### config.mk
export PLATFORM = sky130hd
export DESIGN_NAME = dsp_mac_slice
export DESIGN_NICKNAME = d
export VERILOG_FILES = /design/src/rtl/dsp_mac_slice.sv
export SDC_FILE = /design/constraint.sdc
export NUM_CORES = 2
export LEC_CHECK = 0
export BUFFER_PORTS_ARGS = -buffer_cell sky130_fd_sc_hd__buf_2
export CORE_AREA = 5 5 231 233
export DETAILED_ROUTE_END_ITERATION = 12
export DIE_AREA = 0 0 236 238
export PLACE_DENSITY = 0.95
export SLEW_MARGIN = 10
export SYNTH_ARGS = -nofsm -noshare
export SYNTH_HDL_FRONTEND = slang
export SYNTH_SLANG_ARGS = --single-unit
### constraint.sdc
create_clock -name clk -period 25.2 [get_ports clk]
set_input_delay 1.26 -clock clk [delete_from_list [all_inputs] [get_ports clk]]
set_output_delay 1.26 -clock clk [all_outputs]
set_load 0.01 [all_outputs]
### src/rtl/dsp_mac_slice.sv
// dsp_mac_slice: pre-add/multiply/post-add MAC slice with valid pipe, stall and accumulation window flag (DSP_SAT_EN: saturating P)
module dsp_mac_slice #(
   parameter int A_WIDTH = 18,
   parameter int B_WIDTH = 18,
   parameter int C_WIDTH = 48,
   parameter int P_WIDTH = 48,
   parameter int MREG    = 1,
   parameter int ACC_LEN = 0
) (
   input  logic               clk,
   input  logic               RST,
   input  logic               CE,
   input  logic               in_valid,
   input  logic [A_WIDTH-1:0] A,
   input  logic [B_WIDTH-1:0] B,
   input  logic [B_WIDTH-1:0] D,
   input  logic [C_WIDTH-1:0] C,
   input  logic [P_WIDTH-1:0] PCIN,
   input  logic               CARRYIN,
   input  logic [7:0]         OPMODE,
   output logic [P_WIDTH-1:0] P,
   output logic [P_WIDTH-1:0] PCOUT,
   output logic [B_WIDTH-1:0] BCOUT,
   output logic               CARRYOUT,
   output logic               out_valid,
   output logic               out_last
);
   localparam int M_WIDTH = A_WIDTH + B_WIDTH;
   localparam int X_WIDTH = 2 * B_WIDTH + A_WIDTH;
   logic [A_WIDTH-1:0] a_r, a2;
   logic [B_WIDTH-1:0] b_r, d_r, b2, d2, pre;
   logic [C_WIDTH-1:0] c_r, c2, c3;
   logic [7:0]         op_r;
   logic [4:0]         ctl2, ctl3;
   logic               cin_r, v_r, cin2, v2, cin3, v3;
   logic [M_WIDTH-1:0] m_c, m3;
   logic [X_WIDTH-1:0] cat3;
   logic [P_WIDTH-1:0] p_q, xs, zs, p_nxt;
   logic [P_WIDTH:0]   xc, sum;
   logic               co_q, upd, unused_op;
   // stage 1: capture operands, opmode, carry-in and valid
   always_ff @(posedge clk or posedge RST)
      if (RST) begin
         a_r <= '0;
         b_r <= '0;
         d_r <= '0;
         c_r <= '0;
         op_r <= '0;
         cin_r <= 1'b0;
         v_r <= 1'b0;
      end else if (CE) begin
         a_r <= A;
         b_r <= B;
         d_r <= D;
         c_r <= C;
         op_r <= OPMODE;
         cin_r <= CARRYIN;
         v_r <= in_valid;
      end
   assign unused_op = op_r[5];
   assign pre = op_r[4] ? (op_r[6] ? d_r - b_r : d_r + b_r) : b_r;
   // stage 2: pre-adder result plus the control bits the post-adder still needs
   always_ff @(posedge clk or posedge RST)
      if (RST) begin
         a2 <= '0;
         b2 <= '0;
         d2 <= '0;
         c2 <= '0;
         ctl2 <= '0;
         cin2 <= 1'b0;
         v2 <= 1'b0;
      end else if (CE) begin
         a2 <= a_r;
         b2 <= pre;
         d2 <= d_r;
         c2 <= c_r;
         ctl2 <= {op_r[7], op_r[3:0]};
         cin2 <= cin_r;
         v2 <= v_r;
      end
   assign m_c = M_WIDTH'(a2) * M_WIDTH'(b2);
   if (MREG != 0) begin : g_mreg
      // stage 3: registered product, concatenation and delayed controls
      always_ff @(posedge clk or posedge RST)
         if (RST) begin
            m3 <= '0;
            cat3 <= '0;
            c3 <= '0;
            ctl3 <= '0;
            cin3 <= 1'b0;
            v3 <= 1'b0;
         end else if (CE) begin
            m3 <= m_c;
            cat3 <= {d2, a2, b2};
            c3 <= c2;
            ctl3 <= ctl2;
            cin3 <= cin2;
            v3 <= v2;
         end
   end else begin : g_mcomb
      assign m3 = m_c;
      assign cat3 = {d2, a2, b2};
      assign c3 = c2;
      assign ctl3 = ctl2;
      assign cin3 = cin2;
      assign v3 = v2;
   end
   // post-adder: X/Z muxes and a P_WIDTH+1 bit add or subtract so the top bit is carry/borrow
   always_comb begin
      xs = ctl3[1:0] == 2'd0 ? '0 : ctl3[1:0] == 2'd1 ? P_WIDTH'(m3) : ctl3[1:0] == 2'd2 ? p_q : P_WIDTH'(cat3);
      zs = ctl3[3:2] == 2'd0 ? '0 : ctl3[3:2] == 2'd1 ? PCIN : ctl3[3:2] == 2'd2 ? p_q : P_WIDTH'(c3);
      xc = {1'b0, xs} + (P_WIDTH+1)'(cin3);
      sum = ctl3[4] ? {1'b0, zs} - xc : {1'b0, zs} + xc;
   end
`ifdef DSP_SAT_EN
   assign p_nxt = sum[P_WIDTH] ? (ctl3[4] ? '0 : '1) : sum[P_WIDTH-1:0];
`else
   assign p_nxt = sum[P_WIDTH-1:0];
`endif
   assign upd = CE & v3;
   // stage 4: P and carry update only on a valid, enabled edge; out_valid pulses per update
   always_ff @(posedge clk or posedge RST)
      if (RST) begin
         p_q <= '0;
         co_q <= 1'b0;
         out_valid <= 1'b0;
      end else begin
         out_valid <= upd;
         if (upd) begin
            p_q <= p_nxt;
            co_q <= sum[P_WIDTH];
         end
      end
   if (ACC_LEN > 0) begin : g_acc
      localparam int CW = ACC_LEN > 1 ? $clog2(ACC_LEN) : 1;
      logic [CW-1:0] cnt;
      logic          at_end, last_q;
      assign at_end = cnt == CW'(ACC_LEN - 1);
      // window counter: flag the update that closes the window, then wrap
      always_ff @(posedge clk or posedge RST)
         if (RST) begin
            cnt <= '0;
            last_q <= 1'b0;
         end else begin
            last_q <= upd & at_end;
            if (upd)
               cnt <= at_end ? '0 : cnt + 1'b1;
         end
      assign out_last = last_q;
   end else begin : g_noacc
      assign out_last = 1'b0;
   end
   assign P = p_q;
   assign PCOUT = p_q;
   assign BCOUT = b2;
   assign CARRYOUT = co_q;
endmodule

Word level (Yosys, flattened, before mapping) --
Cells that the tools add are included.
Operators by class: add/subtract/negate cells 5, multiply operators 1, equality and inequality tests 4, mux-type cells 9, bitwise gates (word level) 1, reductions and logical operators 2
Operators by type and width (count):
- $mux W48 | 6
- $add A48 B1 Y49 | 1
- $add A48 B49 Y49 | 1
- $mux W49 | 1
- $sub A48 B49 Y49 | 1
- $mul A18 B18 Y36 | 1
- $mux W18 | 2
- $add A18 B18 Y18 | 1
- $sub A18 B18 Y18 | 1
- $eq A2 B1 Y1 const B | 2
- $eq A2 B2 Y1 const B | 2
- $logic_not A2 Y1 | 2
- $and A1 B1 Y1 | 1
Word-level totals: register bits 404, input port bits 163, output and inout bits 117, logic and storage cells 45

Longest topological paths before layout --
depth in word-level cells 7, mapped depth 33, depth with buffers taken out 28

Least setup slack after synthesis --
Ideal clock, no wire load.
path kind reg2reg, from reg ctl3[1], to reg p_q[45], in the netlist P[45], setup time 0.131 ns, arrival 6.650 ns, data required time 25.069 ns, path slack 18.419 ns, stages on the path, launching flop included 29, buffers on the path 4, clock period less this slack 6.781 ns, cells stage by stage dfrtp_1 > buf_6 > buf_12 > buf_8 > clkbuf_1 > mux2i_1 > o21ai_0 > ha_1 > ha_1 > inv_1 > a211oi_2 > nand4_2 > nor3_1 > a31oi_1 > nor4b_1 > nor2_1 > xor2_1 > ha_1 > and3_1 > nor2b_1 > and2_1 > a2111oi_0 > a31oi_1 > a41oi_1 > o31a_1 > o2111ai_1 > a32oi_1 > a2111oi_0 > or3_1
On the way: longest elaborated chain between the ends 7, elaborated cells between the ends (all ways) 10, classes of those cells 3 x add/sub; 2 x eq/ne; 4 x mux; 1 x reduce/logical
RTL lines:
- from (decl) | line 34 | logic [4:0] ctl2, ctl3;
- from (signal assigned) | line 96 | ctl3 <= ctl2;
- $eq A2 B2 Y1 | line 110 | xs = ctl3[1:0] == 2'd0 ? '0 : ctl3[1:0] == 2'd1 ? P_WIDTH'(m3) : ctl3[1:0] == 2'd2 ? p_q : P_WIDTH'(cat3);
- $mux W48 (2 in series) | line 110
- $mux W48 * | line 110
- $add A48 B1 Y49 * | line 112 | xc = {1'b0, xs} + (P_WIDTH+1)'(cin3);
- $add A48 B49 Y49 or $sub A48 B49 Y49 (tied branches) | line 113 | sum = ctl3[4] ? {1'b0, zs} - xc : {1'b0, zs} + xc;
- $mux W49 * | line 113
- to (signal assigned) | line 130 | p_q <= p_nxt;
- to (decl) | line 38 | logic [P_WIDTH-1:0] p_q, xs, zs, p_nxt;
Every way passes the cells marked *; elsewhere a longest branch is shown, timed or not. A chain may end at the register's enable or synchronous reset.

Final worst setup path --
Same ends and word-level chain as after synthesis.

==> summary.txt <==
Timing
  – Period minus WS final: 8.95 ns
  – RSZ-0062 raised after global routing: false
  – Final Hold Viols: 0
  – Fmax: 112 MHz
  – Measured slew at the worst slew-check pin: 1.34 ns
  – Final total negative setup slack: 0 ns
  – Final Max Slew Viols: 0
  – Clock skew: 0.0167 ns
  – Fin crit share: 0.355
  – Slew HR: 0.0842
  – Final setup fails: 0

Global route
  – Global route overflow: 0
  – Vias in the first global route: 28600
  – Global-route wire length before repair: 149 mm
  – Largest net degree at the start of global routing: 178
  – Total Routing Usage GR: 0.327
  – Initial antenna violation count: 2

Clock tree
  – CTS Root Cell: clkbuf_16
  – H-tree depth: 2
  – Worst-path clk slew: 0.07 ns
  – Max clock buf depth: 3
  – CTS resizes: 0
  – CTS Buf Count: 43
  – CTS tree: done
  – Clock Latency Late Sink: 0.58 ns
  – Post-CTS Setup Repair Bufs: 0
  – Clock Sinks: 403
  – Hold Buf Count CTS: 0

Logic synthesis
  – Sequential area share after synthesis: 0.298
  – Mapped Area: 33800 µm²
  – Post-synth EDFFs: 0
  – FF+latch count, synth: 403
  – Synth Flop Type: dfrtp_1
  – Cells after Synth: 3368
  – Synth Net Count: 3968
  – Post-synth ARST share: 1.00
  – Synth warnings: 0
  – Distinct cell type count after synthesis: 95
  – Syn_area_per_cell: 10.0 µm²

Worst setup path
  – Setup crit start kind: flip-flop
  – WP buf/inv: 3
  – Setup crit end kind: flip-flop
  – Maximum fanout along the worst path: 53
  – Worst setup startpoint: ctl3[1]
  – Slowest stage delay, CP: 0.97 ns
  – Reg2reg start: ctl3[1]
  – Crit Path Class: flip-flop to flip-flop
  – Critical Path Most Common Cell: ha_1
  – Crit path max-delay family: compound AO/OA/AOI/OAI gates
  – Crit-path slowest cell: a2111oi_0
  – Arrival @ worst endpoint: 9.41 ns
  – Crit path required time: 25.66 ns

Drt
  – Pre-antenna DRT Iters: 8
  – Metal3 WL: 8.40 mm
  – DR WL met2: 44.8 mm
  – Post-route ant nets: 0
  – Via count: 26600
  – DRT Wirelength: 93.0 mm
  – DR WL/cell: 22.1 µm
  – DRT iter0 DRCs: 2701
  – DRC Markers: 0
  – Avg Vias per Cell: 6.34
  – Max Used Layer: met4
  – DRT met1 WL: 33.1 mm

Floorplan
  – DIE AREA: 56200 µm²
  – Core footprint: 51000 µm²
  – Die W: 236 µm
  – Cell row count: 83
  – Die Y: 238 µm
  – Initial Utilization: 0.664
  – I/O pin count: 280

Outcome
  – Outcome: finished clean

Cells and area
  – Layout cells sized above 1: 0.228
  – Area Overhead vs Synth: 7.75%
  – Nets: 4092
  – Most frequent cells in the layout: dfrtp_1 (400), mux2_2 (385), nand2_1 (366), inv_1 (366), buf_2 (276)
  – Commonest non-fill, non-tap cell in the layout: dfrtp_1
  – Filler cells: 3259

Place
  – Dpl hpwl: 66.1 mm
  – Routability cong.: 0.940
  – IO buf count: 277

Hold path
  – Worst min path class: flip-flop to flip-flop
  – Hold wc startpoint: m3[33]

Run
  – Max_cap viols: 0
[per-layer routing]
metal | vias to the layer above | track usage
met4 | 0 | 0.203
met2 | 1575 | 0.548
met5 | - | 0
met1 | 13000 | 0.387
met3 | 503 | 0.0713
li1 | 11500 | -
[state kept, by name, indices dropped and copies added, names as in the netlist, 36 cells and up]
register / cells
c3: 48
c_r: 48
c2: 48
cat3: 48
m3: 36
P: 48
[synth_stat cells (all sizes together) (102+ instances only)]
cell type | n | area, µm²
dfrtp | 403 | 10100
mux2 | 387 | 4360
inv | 367 | 1380
nand2 | 367 | 1380
fa | 258 | 5160
ha | 179 | 2240
clkbuf | 146 | 548
a21oi | 122 | 614
nor2 | 116 | 435
xnor2 | 115 | 1010
and2 | 111 | 698
o21ai | 102 | 510
[path summary, 6_finish.rpt]
kind                       cells past startpoint  slack, ns         to
setup / recovery                              28      16.25      P[45]
hold / removal                                 2       0.48     m3[33]
setup reg to reg                              28      16.25      P[45]
hold reg to reg                                2       0.48     m3[33]
max in group asynchronous                      4      22.16    ctl3[2]
min in group asynchronous                      2       0.81  BCOUT[15]
[stage by stage]
stage / worst slack (ns) / util / hold WS [ns] / cells / cell area, µm²
2_1_floorplan: 12.73 / - / 0.443 / 3368 / 33800
3_3_place_gp: 16.83 / 0.690 / 0.465 / 4127 / 35200
3_5_place_dp: 16.57 / 0.690 / 0.468 / 4127 / 35200
4_1_cts: 16.48 / 0.715 / 0.482 / 4197 / 36500
5_1_grt: 15.75 / 0.715 / 0.501 / 4198 / 36500
6_report: 16.25 / 0.715 / 0.480 / 4199 / 36500
[cell type report]
| cell class | instances | area (µm²) | area share |
|---|---|---|---|
| Timing Repair Buffer | 303 | 1600 | 0.0440 |
| Clock buffer | 56 | 1180 | 0.0325 |
| Multi-Input combinational cell | 2373 | 21300 | 0.583 |
| Inverter | 368 | 1390 | 0.0381 |
| Clock inverter | 14 | 85.1 | 0.00233 |
| Tap cell | 680 | 851 | 0.0233 |
| Sequential cell | 403 | 10100 | 0.277 |
| Antenna cell | 2 | 5.00 | 0.000137 |
[worst reg2reg max path: cells and delay by family (launching register included)]
family	cells	cell delay (ns)
AOI/OAI and AO/OA	11	3.93
adders and majority gates	3	0.82
and+or+nand+nor	10	2.30
buffers and inverters	3	1.15
xor gates and xnor gates	1	0.27
DFF	1	0.35
[kinds of logic after synthesis]
| logic type | synth area share |
|---|---|
| DFF | 0.298 |
| xor gates and xnor gates | 0.0454 |
| other | 0.000111 |
| muxes | 0.142 |
| adders and majority gates | 0.219 |
| AOI/OAI and AO/OA | 0.102 |
| and+or+nand+nor | 0.119 |
| buffers and inverters | 0.0742 |
Power is left out: the tool's default activity adds up to more than one toggle a clock period on the data nets, which glitch-free logic cannot reach.
